### src/rtl/rf_pkg.sv
// Shared constants and helpers for the register file / write-pending scoreboard.
package rf_pkg;

    localparam int          REG_AW       = 5;
    localparam int          XLEN_DEFAULT = 32;
    localparam logic [4:0]  ZERO_REG     = 5'd0;

    // Width of a counter that must hold values 0..maxinf.
    function automatic int cnt_width(input int maxinf);
        return $clog2(maxinf + 1);
    endfunction

endpackage

### src/rtl/sb_counter.sv
// Saturating up/down in-flight write counter for one architectural register.
module sb_counter #(
    parameter int CW   = 2,
    parameter int MAXV = 3
) (
    input  logic          clk,
    input  logic          rst_n,
    input  logic          inc,
    input  logic          dec,
    input  logic          clr,
    output logic [CW-1:0] cnt,
    output logic          is_zero,
    output logic          is_one,
    output logic          is_max
);

    // Count issues up and retires down; simultaneous inc+dec cancel, ends saturate.
    always_ff @(posedge clk) begin
        if (!rst_n || clr)
            cnt <= '0;
        else if (inc && !dec && cnt != CW'(MAXV))
            cnt <= cnt + 1'b1;
        else if (dec && !inc && cnt != '0)
            cnt <= cnt - 1'b1;
    end

    assign is_zero = (cnt == '0);
    assign is_one  = (cnt == CW'(1));
    assign is_max  = (cnt == CW'(MAXV));

endmodule

### src/rtl/rf_scoreboard.sv
// Register file with write-first bypass reads and a per-register in-flight
// write scoreboard used by ID to stall on RAW hazards.
module rf_scoreboard
    import rf_pkg::*;
#(
    parameter int XLEN   = XLEN_DEFAULT,
    parameter int NRD    = 2,
    parameter int MAXINF = 3
) (
    input  logic                  clk,
    input  logic                  rst_n,
    input  logic [REG_AW*NRD-1:0] rd_addr,
    output logic [XLEN*NRD-1:0]   rd_data,
    output logic [NRD-1:0]        rd_ready,
    input  logic                  iss_valid,
    input  logic [REG_AW-1:0]     iss_rd,
    output logic                  iss_ready,
    input  logic                  wb_valid,
    input  logic [REG_AW-1:0]     wb_rd,
    input  logic [XLEN-1:0]       wb_data,
    input  logic                  flush,
    input  logic [REG_AW-1:0]     reg_sel,
    output logic [XLEN-1:0]       reg_data,
    output logic                  sb_err
);

    localparam int CW = cnt_width(MAXINF);

    logic [31:0][XLEN-1:0] regs;
    logic [31:0][CW-1:0]   cnt;
    logic [31:0]           is_zero, is_one, is_max;
    logic                  wb_en;
    logic                  iss_acc;

    // x0 is never pending and never full.
    assign cnt[0]     = '0;
    assign is_zero[0] = 1'b1;
    assign is_one[0]  = 1'b0;
    assign is_max[0]  = 1'b0;

    assign wb_en   = wb_valid && (wb_rd != ZERO_REG);
    // A writeback to the same register frees a slot this cycle, so a full
    // register can still accept an issue when it retires one simultaneously.
    assign iss_ready = !((iss_rd != ZERO_REG) && is_max[iss_rd] &&
                         !(wb_valid && wb_rd == iss_rd));
    assign iss_acc = iss_valid && iss_ready && !flush;

    for (genvar r = 1; r < 32; r++) begin : g_cnt
        logic hit_wb, hit_iss;
        assign hit_wb  = wb_valid && (wb_rd == REG_AW'(r));
        assign hit_iss = iss_acc && (iss_rd == REG_AW'(r));
        sb_counter #(.CW(CW), .MAXV(MAXINF)) u_cnt (
            .clk     (clk),
            .rst_n   (rst_n),
            .inc     (hit_iss),
            .dec     (hit_wb && cnt[r] != '0),
            .clr     (flush),
            .cnt     (cnt[r]),
            .is_zero (is_zero[r]),
            .is_one  (is_one[r]),
            .is_max  (is_max[r])
        );
    end

    for (genvar i = 0; i < NRD; i++) begin : g_rd
        logic [REG_AW-1:0] a;
        logic              byp;
        assign a   = rd_addr[REG_AW*i +: REG_AW];
        assign byp = wb_valid && (wb_rd == a) && (a != ZERO_REG);
        assign rd_data[XLEN*i +: XLEN] = byp ? wb_data :
                                         (a == ZERO_REG) ? '0 : regs[a];
        // Final when nothing older is outstanding, or the last one retires now.
        assign rd_ready[i] = (a == ZERO_REG) || is_zero[a] ||
                             (is_one[a] && wb_valid && wb_rd == a);
    end

    assign reg_data = (reg_sel == ZERO_REG) ? '0 : regs[reg_sel];

    // Register array write; x0 is left at its reset value forever.
    always_ff @(posedge clk) begin
        if (!rst_n)
            regs <= '0;
        else if (wb_en)
            regs[wb_rd] <= wb_data;
    end

    // Sticky flag for a retire with nothing pending; a flush makes such a
    // retire legitimate (the issue was just killed), so it is not flagged.
    always_ff @(posedge clk) begin
        if (!rst_n)
            sb_err <= 1'b0;
        else if (wb_en && cnt[wb_rd] == '0 && !flush)
            sb_err <= 1'b1;
    end

endmodule

### config.mk
export PLATFORM = sky130hd
export DESIGN_NAME = rf_scoreboard
export DESIGN_NICKNAME = d
export VERILOG_FILES = /design/src/rtl/rf_pkg.sv /design/src/rtl/sb_counter.sv /design/src/rtl/rf_scoreboard.sv
export SDC_FILE = /design/constraint.sdc
export NUM_CORES = 2
export LEC_CHECK = 0
export CAP_MARGIN = 20
export CORE_MARGIN = 5
export CORE_UTILIZATION = 36
export CTS_CLUSTER_DIAMETER = 120
export CTS_CLUSTER_SIZE = 12
export DETAILED_ROUTE_END_ITERATION = 16
export GPL_TIMING_DRIVEN = 0
export PLACE_DENSITY = 0.48
export SLEW_MARGIN = 30
export SYNTH_ARGS = -nofsm -noshare
export SYNTH_HDL_FRONTEND = slang
export SYNTH_SLANG_ARGS = --single-unit
### constraint.sdc
create_clock -name clk -period 3.83 [get_ports clk]
set_clock_uncertainty 0.2 [all_clocks]
set_input_delay 0.383 -clock clk [delete_from_list [all_inputs] [get_ports clk]]
set_output_delay 0.383 -clock clk [all_outputs]
set_load 0.02 [all_outputs]
---- Yosys cells after proc, flatten, opt, wreduce, memory -nomap -nowiden ----
Cells that the tools add are included.
storage, ports and cells
  register bits ........................... 1087
cells by class
  add/subtract/negate cells ............... 62
  reductions and logical operators ........ 406
  magnitude comparators ................... 6
  multiplexer cells ....................... 88
  eq/ne operators ......................... 158
operators by type and width
  kind                 count
  $bwmux 1024          1
  $bmux 32 s5          3
  $mux 32              9
  $logic_and 1x1->1    234
  $demux 32 s5         1
  $eq 5x5->1 const B   32
  $mux 2               63
  $reduce_bool 2->1    62
  $eq 5x4->1 const B   16
  $logic_not 1->1      66
  $logic_not 2->1      32
  $add 2x1->2 const B  31
  $eq 2x1->1 const B   31
  $eq 2x2->1 const B   31
  $ne 2x2->1 const B   31
  $sub 2x1->2 const B  31
  $eq 5x3->1 const B   8
  $lt 5x6->1 const B   5
  $bmux 1 s5           5
  $eq 5x2->1 const B   4
  $reduce_bool 5->1    4
  $eq 5x5->1           3
  $logic_not 5->1      3
  $bmux 2 s5           1
  other kinds (4)      13

---- Longest topological paths before layout ----
  depth in word-level cells ............... 14
  depth in mapped cells ................... 10
  depth with buffers taken out ............ 9

---- By module ----
From an unflattened synthesis, not the netlist that was laid out.
second synthesis, totals
  cells, all modules ...................... 7198
  area total of the unflattened synthesis .. 69928.3 µm²
by module, submodules not included
  module                            cells an instance  seq. area each (µm²)  times used  area each (µm²)
  rf_scoreboard                     6611               20519.7               1           64813.4
  sb_counter (g_cnt[10].u_cnt ...)  19                 40.0                  30          165.2
  sb_counter (g_cnt[9].u_cnt)       17                 40.0                  1           160.2

---- Worst setup path before layout ----
Ideal clock, no wire load.
  path type ............................... input port to output port
  start point ............................. input port reg_sel[0]
  end point ............................... output port reg_data[10]
  setup slack ............................. 0.743 ns
  arrival ................................. 2.504 ns
  cell stages on the path ................. 7
  buffers on the path ..................... 3
  data required time ...................... 3.247 ns
  cells stage by stage .................... clkbuf_1 buf_2 buf_1 mux4_2 mux4_2 mux2i_1 nor2_1
between the ends
  cells in the longest elaborated chain, start to end .. 3
RTL lines
  item                           line                 RTL
  start, declared                rf_scoreboard.sv:22  input logic [REG_AW-1:0] reg_sel,
  $bmux 32 s5                    rf_scoreboard.sv:77  assign reg_data = (reg_sel == ZERO_REG) ? '0 : regs[reg_sel];
  $mux 32 (not written as such)  rf_scoreboard.sv:77
  $mux 32 *                      rf_scoreboard.sv:77
  end, declared                  rf_scoreboard.sv:23  output logic [XLEN-1:0] reg_data,
Every way passes the cells marked *; elsewhere a longest branch is shown, timed or not. The select of a mux whose other input is x is not followed.

---- Worst setup path in the final report ----
  start point ............................. input port rd_addr[1]
  end point ............................... output port rd_data[25]
between the ends
  cells in the longest elaborated chain, start to end .. 4
RTL lines
  item                                                                       line                                      RTL
  start, declared                                                            rf_scoreboard.sv:12                       input logic [REG_AW*NRD-1:0] rd_addr,
  $bmux 32 s5 / $eq 5x5->1 (equally long branches)                           rf_scoreboard.sv:71, rf_scoreboard.sv:69
  $mux 32 (not written as such) / $logic_and 1x1->1 (equally long branches)  rf_scoreboard.sv:71, rf_scoreboard.sv:69
  $mux 32 / $logic_and 1x1->1 (equally long branches)                        rf_scoreboard.sv:71, rf_scoreboard.sv:69
  $mux 32 *                                                                  rf_scoreboard.sv:70                       assign rd_data[XLEN*i +: XLEN] = byp ? wb_data :
  end, declared                                                              rf_scoreboard.sv:13                       output logic [XLEN*NRD-1:0] rd_data,
Marked as above.

==> reports/metrics.yaml <==
sta:
  worst_slack_ns: -0.0693
  fin_crit_sh_pct: 102
  hold_viol: 0
  finalSetupTns_ns: -0.527
  fin_hold_ws_ns: 0.127
  relSlewSlack_pct: 25.0
  setup_viol: 22
  tightest_slew_ns: 1.13
  final_max_slew_viol_count: 0
  fmax_ghz: 0.256
  fin_crit_ns: 3.90
setup_path:
  cp.depth: 8
  worst_r2r_path_depth: 9
  crit_family: "buffers and inverters"
  startpoint_type: "input port"
  worstPathBufferInverterCount: 4
  crit_arrival_ns: 3.32
  cpMaxStageDelayCell: "mux4_2"
  path_cells: "buf_4 -> buf_6 -> buf_2 -> mux4_2 -> mux4_2 -> mux2i_1 -> a211oi_2 -> dlygate4sd2_1"
  required_ns: 3.25
  critPathMostFrequentCell: "mux4_2"
  worstSetupPathType: "input port to primary output"
  cp_max_fo: 10
  max_stage_delay_ns: 0.61
  endpoint_kind: "primary output"
power:
  p_per_area_mw_per_mm2: 311
  switching_share_pct: 29.4
  finalPower_mw: 24.4
  p_comb_share_pct: 13.6
  p_leak_nw: 25.2
  ir_drop_mv: 0.343
  p_switching_mw: 7.20
  internal-power_mw: 17.2
  pwr-share-clk_pct: 39.5
  seqPwrFrac_pct: 46.9
job:
  drv_cap: 0
place:
  place.gp.congestion: 0.993
  place_inst: 9478
  dp_slack_ns: -1.96
  hpwl_um: 270000
  place_area_mm2: 0.0737
  io_buffers: 113
synthesis:
  ys_seq_area_share_pct: 31.5
  synth_largest_area_cell: "mux4_2"
  synth_flop_cell: "dfxtp_1"
  synthArstFlopShare_pct: 0
  synth-edff-count: 0
  netlist-cell-type-count: 76
  netlist_instances: 6846
  syn_area_per_cell_um2: 10.1
  ys_top_cells_by_area: "mux4_2 32%, dfxtp_1 31%, nand2_1 11%"
  netlist_area_mm2: 0.0691
  ys_ff_latch: 1087
  yosysTopAreaCellShare_pct: 32.4
  synth_fp_nets: 7001
  yosysWarnings: 0
floorplanning:
  die-area_mm2: 0.201
  die_h_um: 448
  core_area_mm2: 0.191
  die_w_um: 448
  start_util_pct: 36.3
  ioPinCount: 162
  num_rows: 160
routing:
  drt-total-wl_um: 342000
  drc: 0
  drt-initial-drc-count: 8351
  post_drt_wl_per_cell_um: 35.5
  drtPass1Iterations: 6
  final_antenna_net_count: 0
  via_count: 60480
  vias_per_cell: 6.28
finish:
  multiInputGateArea_mm2: 0.0450
  drive_gt1_share_pct: 22.3
  fin_area_mm2: 0.0786
  post-route-util_pct: 41.2
  final_cells: 9630
  nets: 7259
  seqCellArea_mm2: 0.0218
  n_fill_cell: 18713
  area_growth_pct: 13.7
  layout_commonest_cell: "nand2_1"
  mostFrequentLayoutCells: "2066 x nand2_1, 1071 x dfxtp_1, 995 x mux4_2, 993 x a21boi_0, 420 x clkbuf_1"
cts:
  worstSkewPairLatency_ns: 0.78
  clockBufferDepth: 3
  cts-root-buf: "clkbuf_16"
  cts.htree.levels: 3
  cts_buffers: 101
  clk_pin_slew_ns: 0.09
  clock_sinks: 1087
  cts_tree: "built"
global_route:
  grt_start_max_net_pins: 14
  overflow: 0
  first_global_vias: 57063
  grt_antenna_before_repair: 16
  grt_usage_pct: 33.3
  grt_pass1_wl_um: 464000
run_status:
  status: "finished, violations left"
  violations: "negative setup slack"
worst_hold_path:
  hold_depth: 3
  hold_path.class: "input port to register"
-- worst min-delay path, cell delays in order --
cell	delay, ns
clkbuf_2	0.30
nor2b_1	0.22
a32o_1	0.17
-- final timing paths --
kind,startpoint,end,slack [ns]
min,rst_n,sb_err,0.13
max reg2reg,g_cnt[14].u_cnt.cnt[1],g_cnt[28].u_cnt.cnt[0],0.75
max,rd_addr[1],rd_data[25],-0.07
min reg2reg,regs[54],regs[54],0.29
-- power by group through the flow --
stage               registers, mW  logic (mW)  clock network [mW]
global route                 11.5        3.37                10.1
CTS                          11.5        3.23                9.73
floorplan                    11.7        1.72                   0
global placement             11.7        3.02                   0
detailed placement           11.7        3.06                   0
finish                       11.5        3.32                9.67
-- cell type report --
class	count	share of cell area, %
clock inverters	5	0.0907
well taps	2511	4.00
clock buffers	105	3.29
plain buffers	728	5.20
flip-flops and latches	1087	27.7
inverters	71	0.339
repair buffers	155	2.08
multi-input cells	4960	57.3
diodes	8	0.0255
-- routing by layer --
metal	track usage, %	wire length [um]	vias up
li1	-	-	25234
met1	44.2	135000	31047
met2	50.7	150000	3516
met3	9.80	39100	677
met4	14.6	18300	6
met5	0	39	-
-- sequential cells by signal, indices dropped and copies added, names as in the netlist --
name and flops:
g_cnt.u_cnt.cnt 62, regs 1024, sb_err 1
-- cell usage after synthesis, types with 7 or more instances --
master	n
and3_1	7
mux2_2	8
nor2b_1	10
xor2_1	8
nand2b_1	9
o31ai_1	9
nor2_1	188
clkbuf_1	546
nor3b_1	14
or4_1	11
dfxtp_1	1087
nor3_1	47
a211oi_1	79
a21boi_0	993
ha_1	93
clkbuf_2	30
a31oi_1	9
mux4_2	995
mux2i_1	127
buf_1	62
buf_2	82
a21oi_1	57
xnor2_1	10
inv_1	71
o21a_1	12
or3_1	12
o21ai_0	38
nor4_1	8
nand2_1	2066
a21o_1	7
and2_1	35
nand3_1	21
-- logic make-up after synthesis --
family,count (synthesis),share of synthesized area [%]
AO/OA/AOI/OAI,1257,13.5
XOR/XNOR,18,0.228
multiplexers,1130,34.4
flip-flops,1087,31.5
buffers and inverters,799,4.60
adder cells (fa/ha/maj),93,1.68
AND/OR/NAND/NOR,2462,14.2
-- timing repair --
| item | 4_1_cts | 5_1_grt |
|---|---|---|
| hold buffers | 30 | 0 |
| gates resized for setup | 656 | 99 |
| endpoints found under the hold margin | 30 | 0 |
| setup buffers | 3 | 0 |
| pin swaps | 5 | 4 |
| endpoints found under the setup margin | 214 | 62 |
| cloned | 0 | 1 |
Power figures use the tool's default switching activity.
